$ cat src/rtl/sinegen_sweep_ctrl.sv
// sinegen_sweep_ctrl
//   Frequency-sweep scheduler driving the en/incr/step control inputs of the
//   sine generator. A start pulse latches the sweep configuration and steps
//   incr from f_start toward f_stop by f_delta. Each value is held for
//   max(dwell,1) cycles. The sweep either ends (one-shot) or repeats
//   (continuous). All outputs are registered.
//
//   Optional build macro: SWEEP_PINGPONG_EN
//     When defined, continuous mode bounces between f_start and f_stop.
//     When undefined, continuous mode restarts at f_start (sawtooth).
//
// Ports:
//   clk, rst        clock, synchronous active-high reset
//   start, stop     begin sweep (honoured in IDLE), abort (any non-IDLE state)
//   mode            0 = one-shot, 1 = continuous (latched on start)
//   f_start/f_stop  first value / inclusive upper bound (latched on start)
//   f_delta         increment per dwell period (latched on start)
//   dwell           cycles per value, 0 treated as 1 (latched on start)
//   phase_step      phase offset for the second output (latched on start)
//   en, incr, step  sine generator controls
//   busy, done      status: non-IDLE, and a 1-cycle completion pulse
module sinegen_sweep_ctrl #(
  parameter int WIDTH   = 8,
  parameter int DWELL_W = 16
) (
  input  logic               clk,
  input  logic               rst,
  input  logic               start,
  input  logic               stop,
  input  logic               mode,
  input  logic [WIDTH-1:0]   f_start,
  input  logic [WIDTH-1:0]   f_stop,
  input  logic [WIDTH-1:0]   f_delta,
  input  logic [DWELL_W-1:0] dwell,
  input  logic [WIDTH-1:0]   phase_step,
  output logic               en,
  output logic [WIDTH-1:0]   incr,
  output logic [WIDTH-1:0]   step,
  output logic               busy,
  output logic               done
);

  typedef enum logic [1:0] {IDLE, SWEEP, DONE} state_t;

  state_t             state, state_nx;
  logic               mode_r, mode_nx;
  logic [WIDTH-1:0]   fs_r, fs_nx, fe_r, fe_nx, fd_r, fd_nx;
  logic [DWELL_W-1:0] rl_r, rl_nx;   // dwell reload value, max(dwell,1)-1
  logic [DWELL_W-1:0] cnt, cnt_nx;
  logic               en_nx, busy_nx, done_nx;
  logic [WIDTH-1:0]   incr_nx, step_nx;
  logic [WIDTH:0]     up, dn;        // extra bit holds carry / borrow

`ifdef SWEEP_PINGPONG_EN
  logic dir, dir_nx;                 // 0 = up, 1 = down
`endif

  assign up = {1'b0, incr} + {1'b0, fd_r};
  assign dn = {1'b0, incr} - {1'b0, fd_r};

  always_comb begin
    state_nx = state;
    mode_nx  = mode_r;
    fs_nx    = fs_r;
    fe_nx    = fe_r;
    fd_nx    = fd_r;
    rl_nx    = rl_r;
    cnt_nx   = cnt;
    en_nx    = en;
    incr_nx  = incr;
    step_nx  = step;
    busy_nx  = busy;
    done_nx  = 1'b0;
`ifdef SWEEP_PINGPONG_EN
    dir_nx   = dir;
`endif
    case (state)
      IDLE: begin
        en_nx   = 1'b0;
        busy_nx = 1'b0;
        if (start && !stop) begin
          state_nx = SWEEP;
          mode_nx  = mode;
          fs_nx    = f_start;
          fe_nx    = f_stop;
          fd_nx    = f_delta;
          rl_nx    = (dwell == '0) ? '0 : dwell - DWELL_W'(1);
          cnt_nx   = (dwell == '0) ? '0 : dwell - DWELL_W'(1);
          en_nx    = 1'b1;
          incr_nx  = f_start;
          step_nx  = phase_step;
          busy_nx  = 1'b1;
`ifdef SWEEP_PINGPONG_EN
          dir_nx   = 1'b0;
`endif
        end
      end
      SWEEP: begin
        if (stop) begin
          state_nx = IDLE;
          en_nx    = 1'b0;
          busy_nx  = 1'b0;
        end else if (cnt != '0) begin
          cnt_nx = cnt - DWELL_W'(1);
        end else begin
          cnt_nx = rl_r;
`ifdef SWEEP_PINGPONG_EN
          if (mode_r && dir) begin
            // Falling below f_start turns around; the rebound is clamped.
            if (dn[WIDTH] || (dn[WIDTH-1:0] < fs_r)) begin
              dir_nx  = 1'b0;
              incr_nx = (up > {1'b0, fe_r}) ? fe_r : up[WIDTH-1:0];
            end else begin
              incr_nx = dn[WIDTH-1:0];
            end
          end else
`endif
          if (up <= {1'b0, fe_r}) begin
            incr_nx = up[WIDTH-1:0];
          end else if (!mode_r) begin
            // incr keeps its last value through DONE
            state_nx = DONE;
            en_nx    = 1'b0;
            done_nx  = 1'b1;
          end else begin
`ifdef SWEEP_PINGPONG_EN
            dir_nx  = 1'b1;
            incr_nx = (dn[WIDTH] || (dn[WIDTH-1:0] < fs_r)) ? fs_r : dn[WIDTH-1:0];
`else
            incr_nx = fs_r;
`endif
          end
        end
      end
      DONE: begin
        // stop here also lands in IDLE with done low: same outcome
        state_nx = IDLE;
        en_nx    = 1'b0;
        busy_nx  = 1'b0;
      end
      default: begin
        state_nx = IDLE;
        en_nx    = 1'b0;
        busy_nx  = 1'b0;
      end
    endcase
  end

  always_ff @(posedge clk) begin
    if (rst) begin
      state  <= IDLE;
      mode_r <= 1'b0;
      fs_r   <= '0;
      fe_r   <= '0;
      fd_r   <= '0;
      rl_r   <= '0;
      cnt    <= '0;
      en     <= 1'b0;
      incr   <= '0;
      step   <= '0;
      busy   <= 1'b0;
      done   <= 1'b0;
`ifdef SWEEP_PINGPONG_EN
      dir    <= 1'b0;
`endif
    end else begin
      state  <= state_nx;
      mode_r <= mode_nx;
      fs_r   <= fs_nx;
      fe_r   <= fe_nx;
      fd_r   <= fd_nx;
      rl_r   <= rl_nx;
      cnt    <= cnt_nx;
      en     <= en_nx;
      incr   <= incr_nx;
      step   <= step_nx;
      busy   <= busy_nx;
      done   <= done_nx;
`ifdef SWEEP_PINGPONG_EN
      dir    <= dir_nx;
`endif
    end
  end

endmodule

$ cat config.mk
export PLATFORM = sky130hd
export DESIGN_NAME = sinegen_sweep_ctrl
export DESIGN_NICKNAME = d
export VERILOG_FILES = /design/src/rtl/sinegen_sweep_ctrl.sv
export SDC_FILE = /design/constraint.sdc
export NUM_CORES = 1
export LEC_CHECK = 0
export CORE_AREA = 2 2 103 105
export CTS_CLUSTER_DIAMETER = 30
export DETAILED_ROUTE_END_ITERATION = 8
export DIE_AREA = 0 0 105 107
export GPL_TIMING_DRIVEN = 0
export PLACE_DENSITY_LB_ADDON = 0.15
export SYNTH_ARGS = -nofsm -noshare
export SYNTH_HDL_FRONTEND = slang
export SYNTH_SLANG_ARGS = --single-unit
$ cat constraint.sdc
create_clock -name clk -period 4.4 [get_ports clk]
set_input_delay 0.88 -clock clk [delete_from_list [all_inputs] [get_ports clk]]
set_output_delay 0.88 -clock clk [all_outputs]
set_load 0.005 [all_outputs]
==> results.md, run 1 <==
* TritonRoute pass-1 iters at 7
* DRC errors left at 0
* Post-Route WL at 13100 um
* Final Hold Viols at 0
* Hold_buf cts at 0
* Die X at 105 um
* Mapped Area at 4470 um^2
* Area leader, netlist: dfxtp_1
* Post-Synth XOR/XNOR Area at 4.31%
* WHS Path Cells at 2
* Adder-cell share of the synthesized area at between 5 and 6%
* RSZ-0062 raised after global routing: false
* CTS Buf Count at 9
* Period utilisation layout at 88.8%
* Most used DFF post-synth: dfxtp_1
* Min Clock Period, post-route at approximately 3.9 ns
* Clock sink count at 78
* Reg area at 1560 um^2
* Area Overhead vs Synth at 23.9%
* Avg WL per Cell at between 15 and 20 um
* Worst reg2reg path depth at 15
* Worst EP required at ~4.7 ns
* Combinational Power Share at 27.1%
* Nets at 717
* Pleak at ~2.0 nW
* EDFF count, synth at 0
* Global-route wire length before repair at 21600 um
* Slew margin rel. at a little under three fifths
* Sequential-to-total area share from yosys stat at 34.9%
* CORE AREA at 10100 um^2
* # diodes at 0
* Pwr Density at 330 nW/um^2
* Max clock buf depth at 2
* Setup Total Neg Slack at 0 ns
* IO Port Bufs at 71
* CTS root buffer: clkbuf_8
* Avg Cell Area, Syn at 7.94 um^2
* Netlist cell types at 70
* 1st-iter DRT viols at around 280
* Multi-input logic area at 2660 um^2
* Seq pwr share at between 40% and 50%
* H-Tree Depth at 3
* Placement Cell Area at between 5000 and 6000 um^2
* Reg clk slew, reported paths at around 0.08 ns
* Maxcap violations at 0
* Final HPWL DP at around 10000 um
* Setup CP Type: flip-flop to flip-flop
* Total gr overflow at 0
* Switching Share at 31.4%
* CP arrival at 4.17 ns
* GRT Total Usage at 24.2%
* Setup Skew at 0.00965 ns
* Fillers at 1019
* # IOs at 72
* Type of origin of the critical path: flip-flop
* Via count of the first global-routing pass at 4313
* Setup WS post-layout at 0.494 ns
* Outcome: complete, no violations
* Total Die Area at approximately 11000 um^2
* Initial Util at 44.3%
* Largest cells by area after synthesis: dfxtp_1, nand2_1, a21oi_1, ha_1, nor2_1
* Layout cells sized above 1 at between 6 and 7%
* DP Worst Slack at 0.554 ns
* Post-Synth Simple-Gate Area at 22.9%
* Die Y-Extent at 107 um
* Ys Warns at 0
* Synth Area in Compound Gates at 25.4%
* Async S/R FF share, synth at 0%
* RD Place Congestion at 0.873
* CP Max Fanout at 10
* Clock latency on the worst-skew pair at 0.36 ns
* Post-synth top area share at 34.9%
* Finish-stage setup viols at 0
* Int Pwr at 1.26 mW
* Routed Antenna Nets at 0
* NetSw at 0.574 mW
* Hold Crit Class: flip-flop to flip-flop
* Clock power share at between 20% and 30%
* Via count at 4463
* CTS tree: built
* Post-CTS setup buffers at 0
* Via/cell ratio at 5.69
* Fmax at between 0.2 and 0.3 GHz
* Main combinational cell family by area after synthesis: compound AO/OA/AOI/OAI gates
* Peak supply drop at about 0.17 mV
* Final Cell Area at around 5500 um^2
* Yosys reg bits at between 70 and 80
* Rows at 37
* Mux contribution to synthesized area at 1.40%
* Syn_nets at 635
* Largest net degree at the start of global routing at 12
* Final Max Tran Viols at 0
* Slew @ Worst Pin at ~0.67 ns
* Worst setup EP type: flip-flop
* Initial antenna violation count at 0
* Mapped Cells at about 560
* # resized after CTS at 0
## metrics by stage
stage	total power [mW]	util, %	cells	hold slack [ns]
2_1_floorplan	1.11	-	563	0.436
3_3_place_gp	1.28	53.0	770	0.441
3_5_place_dp	1.29	53.0	770	0.448
4_1_cts	1.83	54.9	784	0.460
5_1_grt	1.92	54.9	784	0.471
6_report	1.83	54.9	784	0.457
## cells in the mapped netlist, types with 3 or more instances
library cell  count
o211ai_1         20
inv_1            20
nand3_1           5
a21oi_1          62
o21a_1            4
clkbuf_1         29
or2_2             3
nor3_1           21
o31a_1            9
or3_1            13
nor4_1            5
nand4_1           4
nor2b_1           3
dfxtp_1          78
a211oi_1         10
ha_1             18
xnor2_1          20
nor4b_1           3
a21o_1            3
nand2_1          83
buf_2             3
o21ai_0          26
nor2_1           47
mux2i_1           4
a31oi_1          10
o31ai_1           7
## power groups by stage
stage / clock, mW / combinational [mW] / sequential, mW
after floorplan: 0 / 0.318 / 0.793
after global placement: 0 / 0.479 / 0.800
after detailed placement: 0 / 0.488 / 0.801
after CTS: 0.551 / 0.491 / 0.785
after global routing: 0.580 / 0.547 / 0.792
final: 0.547 / 0.496 / 0.786
## worst max-delay path, stage by stage (launching register included)
cell and delay (ns):
dfxtp_1 0.37, ha_1 0.18, inv_1 0.05, fa_1 0.40, nor2b_1 0.16, o31a_1 0.26
o21ai_0 0.12, a21oi_1 0.26, ha_1 0.32, a22oi_1 0.17, nand2_1 0.10, o211ai_1 0.42
a31oi_4 0.26, or2_0 0.27, buf_2 0.17, o41ai_2 0.30
## flip-flops by register name, summed over array words and instances, names as in the netlist
name,count
fd_r,8
en,1
fs_r,8
busy,1
state,2
rl_r,16
mode_r,1
cnt,16
incr,8
done,1
step,8
fe_r,8
## layer usage
metal,wire length (um),track usage (%),share of wire [%]
met3,1010,5.47,7.6
met2,5720,36.8,44
met1,6230,33.8,47
met4,196,8.19,1.5
met5,0,0,0
## layout make-up
| cell class | count | share of cell area [%] |
|---|---|---|
| buffer | 35 | 3.16 |
| clock buffer | 13 | 2.87 |
| clock inverter | 1 | 0.542 |
| inverter | 20 | 1.36 |
| multi-input combinational | 430 | 48.0 |
| sequential | 78 | 28.2 |
| tap | 136 | 3.07 |
| timing repair buffer | 71 | 12.8 |
## cell families after synthesis
family,Yosys count
multiplexers,6
AND/OR/NAND/NOR,210
flip-flops,78
buffers and inverters,55
adder cells (fa/ha/maj),19
AO/OA/AOI/OAI,173
XOR/XNOR,22
## layout by cell type, fill, tap and decap left out, types with 3 or more instances in the layout
| cell | Yosys | layout |
|---|---|---|
| a211oi_1 | 10 | 10 |
| a21o_1 | 3 | 3 |
| a21oi_1 | 62 | 62 |
| a31oi_1 | 10 | 10 |
| buf_2 | 3 | 3 |
| clkbuf_1 | 29 | 31 |
| clkbuf_8 | 0 | 11 |
| clkdlybuf4s50_1 | 0 | 71 |
| dfxtp_1 | 78 | 78 |
| ha_1 | 18 | 18 |
| inv_1 | 20 | 20 |
| mux2i_1 | 4 | 4 |
| nand2_1 | 83 | 83 |
| nand3_1 | 5 | 5 |
| nand4_1 | 4 | 4 |
| nor2_1 | 47 | 47 |
| nor2b_1 | 3 | 3 |
| nor3_1 | 21 | 21 |
| nor4_1 | 5 | 5 |
| nor4b_1 | 3 | 3 |
| o211ai_1 | 20 | 20 |
| o21a_1 | 4 | 4 |
| o21ai_0 | 26 | 26 |
| o31a_1 | 9 | 9 |
| o31ai_1 | 7 | 7 |
| or2_2 | 3 | 3 |
| or3_1 | 13 | 13 |
| xnor2_1 | 20 | 20 |
## path summary, 6_finish.rpt
| path | start | end | slack [ns] |
|---|---|---|---|
| max reg2reg | incr[0]$_SDFFE_PP0P_ | incr[7]$_SDFFE_PP0P_ | 0.49 |
| min reg2reg | fe_r[3]$_SDFFE_PP0P_ | fe_r[3]$_SDFFE_PP0P_ | 0.46 |
| min | fe_r[3]$_SDFFE_PP0P_ | fe_r[3]$_SDFFE_PP0P_ | 0.46 |
| max | incr[0]$_SDFFE_PP0P_ | incr[7]$_SDFFE_PP0P_ | 0.49 |
No activity file was read; power rests on OpenSTA's default activity.
==> run 2, diff against run 1 <==
CORE_AREA = 2 2 94 96   (was 2 2 103 105)
DIE_AREA = 0 0 96 98   (was 0 0 105 107)
==> run 2 against run 1 <==
First-iteration DRC count up 54%. Routed wire length is 1.9% lower. Register-to-register slack got worse by 0.05 ns. Die area fell by 16%. Worst setup slack got worse by 0.048 ns. Final area increased by 0.18%. Clock power is 15% higher. Count of clock-buffer cells in the layout is the same. Sequential cell count stayed put. Sequential power about the same.
==> results.md, run 2 (synthesis results as in run 1) <==
* Routed Antenna Nets at 0
* Setup Total Neg Slack at 0 ns
* Pleak at 2.00 nW
* DRC errors left at 0
* Nets at between 700 and 800
* Pwr Density at 345 nW/um^2
* Seq pwr share at 41.0%
* Slew margin rel. at 55.7%
* Largest net degree at the start of global routing at 13
* GR Layer Usage met1 at 42.5%
* Most common cell after layout, fill and taps aside: nand2_1
* # resized after CTS at 0
* Commonest cells after routing, fill and taps aside: nand2_1, dfxtp_1, clkdlybuf4s50_1
* Switching Share at 30.4%
* 1st-iter DRT viols at 436
* Setup WS post-layout at 0.446 ns
* CP Max Fanout at 10
* Worst setup EP type: flip-flop
* Layout cells sized above 1 at 6.46%
* Worst EP required at 4.64 ns
* Initial antenna violation count at 0
* CORE AREA at 8470 um^2
* Reg clk slew, reported paths at around 0.080 ns
* Int Pwr at 1.33 mW
* CTS root buffer: clkbuf_8
* GRT Total Usage at 28.8%
* RD Place Congestion at 0.934
* Slew @ Worst Pin at 0.660 ns
* Setup CP Type: flip-flop to flip-flop
* Total Die Area at 9410 um^2
* Post-CTS setup buffers at 0
* # diodes at 0
* Peak supply drop at 0.154 mV
* # IOs at 72
* Die X at ~96 um
* Max clock buf depth at 2
* GR Util met3 at 5.25%
* Via/cell ratio at 6.01
* Final Max Tran Viols at 0
* Die Y-Extent at 98 um
* Min Clock Period, post-route at 3.95 ns
* Clock latency on the worst-skew pair at around 0.36 ns
* IO Port Bufs at 71
* Maxcap violations at 0
* Most crowded layer after global routing: met1
* CTS tree: built
* Total gr overflow at 0
* CP arrival at 4.20 ns
* Final HPWL DP at roughly 9600 um
* Via count of the first global-routing pass at roughly 4300
* DP Worst Slack at 0.529 ns
* Via count at between 4000 and 5000
* Type of origin of the critical path: flip-flop
* CTS Buf Count at 9
* Post-Route WL at roughly 13000 um
* Area Overhead vs Synth at 24.2%
* Global-route wire length before repair at between 20000 and 25000 um
* Final Hold Viols at 0
* Setup Skew at 0.00891 ns
* RSZ-0062 raised after global routing: false
* Hold_buf cts at 0
* Fmax at 0.253 GHz
* Outcome: complete, no violations
* Period utilisation layout at 89.9%
* M2 GR Usage at 41.7%
* Clock power share at between 30% and 40%
* H-Tree Depth at 3
* Initial Util at 52.8%
* NetSw at 0.583 mW
* Hold Crit Class: flip-flop to flip-flop
* TritonRoute pass-1 iters at 6
* Clock sink count at 78
* Rows at 34
* Combinational Power Share at 26.1%
* Avg WL per Cell at 17.0 um
* Largest regs: cnt x16, rl_r x16
* Finish-stage setup viols at 0
run 2: final cells by class:
cell class              instances  area (um^2)
fillers                       750         2920
multi-input cells             430         2660
clock buffers                  13          169
repair buffers                 71          711
clock inverters                 3         65.1
flip-flops and latches         78         1560
inverters                      20         75.1
plain buffers                  35          175
well taps                     108          135
run 2: per-layer routing:
metal,share of wire (%),vias to the layer above
met4,2.3,0
met3,9.1,32
met1,46,2100
li1,-,2189
met2,42,233
met5,0,-
run 2: path summary, 6_finish.rpt:
check                       start              endpoint  slack, ns  depth (start not counted)
min          step[7]$_SDFFE_PP0P_  step[7]$_SDFFE_PP0P_       0.46                          2
max          incr[0]$_SDFFE_PP0P_  incr[7]$_SDFFE_PP0P_       0.45                         15
max reg2reg  incr[0]$_SDFFE_PP0P_  incr[7]$_SDFFE_PP0P_       0.45                         15
min reg2reg  step[7]$_SDFFE_PP0P_  step[7]$_SDFFE_PP0P_       0.46                          2
run 2: critical path: stages, from the launching register on:
cell	delay, ns
dfxtp_1	0.36
ha_1	0.18
inv_1	0.06
fa_1	0.39
nor2b_1	0.16
o31a_1	0.24
o21ai_0	0.11
a21oi_1	0.31
ha_1	0.33
a22oi_1	0.18
nand2_1	0.10
o211ai_1	0.40
a31oi_4	0.25
or2_0	0.26
buf_2	0.17
o41ai_2	0.36
run 2: power by group through the flow:
stage | sequential, mW | clock, mW | combinational (mW)
after floorplan | 0.793 | 0 | 0.318
after global placement | 0.799 | 0 | 0.478
after detailed placement | 0.801 | 0 | 0.489
after CTS | 0.785 | 0.629 | 0.493
after global routing | 0.792 | 0.658 | 0.549
final | 0.786 | 0.629 | 0.501
run 2: through the flow:
stage / area (um^2) / instances / hold WS (ns) / power [mW] / util (%)
after floorplan: 4470 / 563 / 0.436 / 1.11 / -
final: 5550 / 758 / 0.458 / 1.92 / 65.6
after global routing: 5550 / 758 / 0.473 / 2.00 / 65.6
after CTS: 5550 / 758 / 0.461 / 1.91 / 65.6
after detailed placement: 5320 / 742 / 0.449 / 1.29 / 62.8
after global placement: 5320 / 742 / 0.441 / 1.28 / 62.8
==> run 3, diff against run 2 <==
CTS_CLUSTER_SIZE = 28   (was unset)
==> results of run 3 <==
Final layout, timing and power as in run 2 (identical DEF).
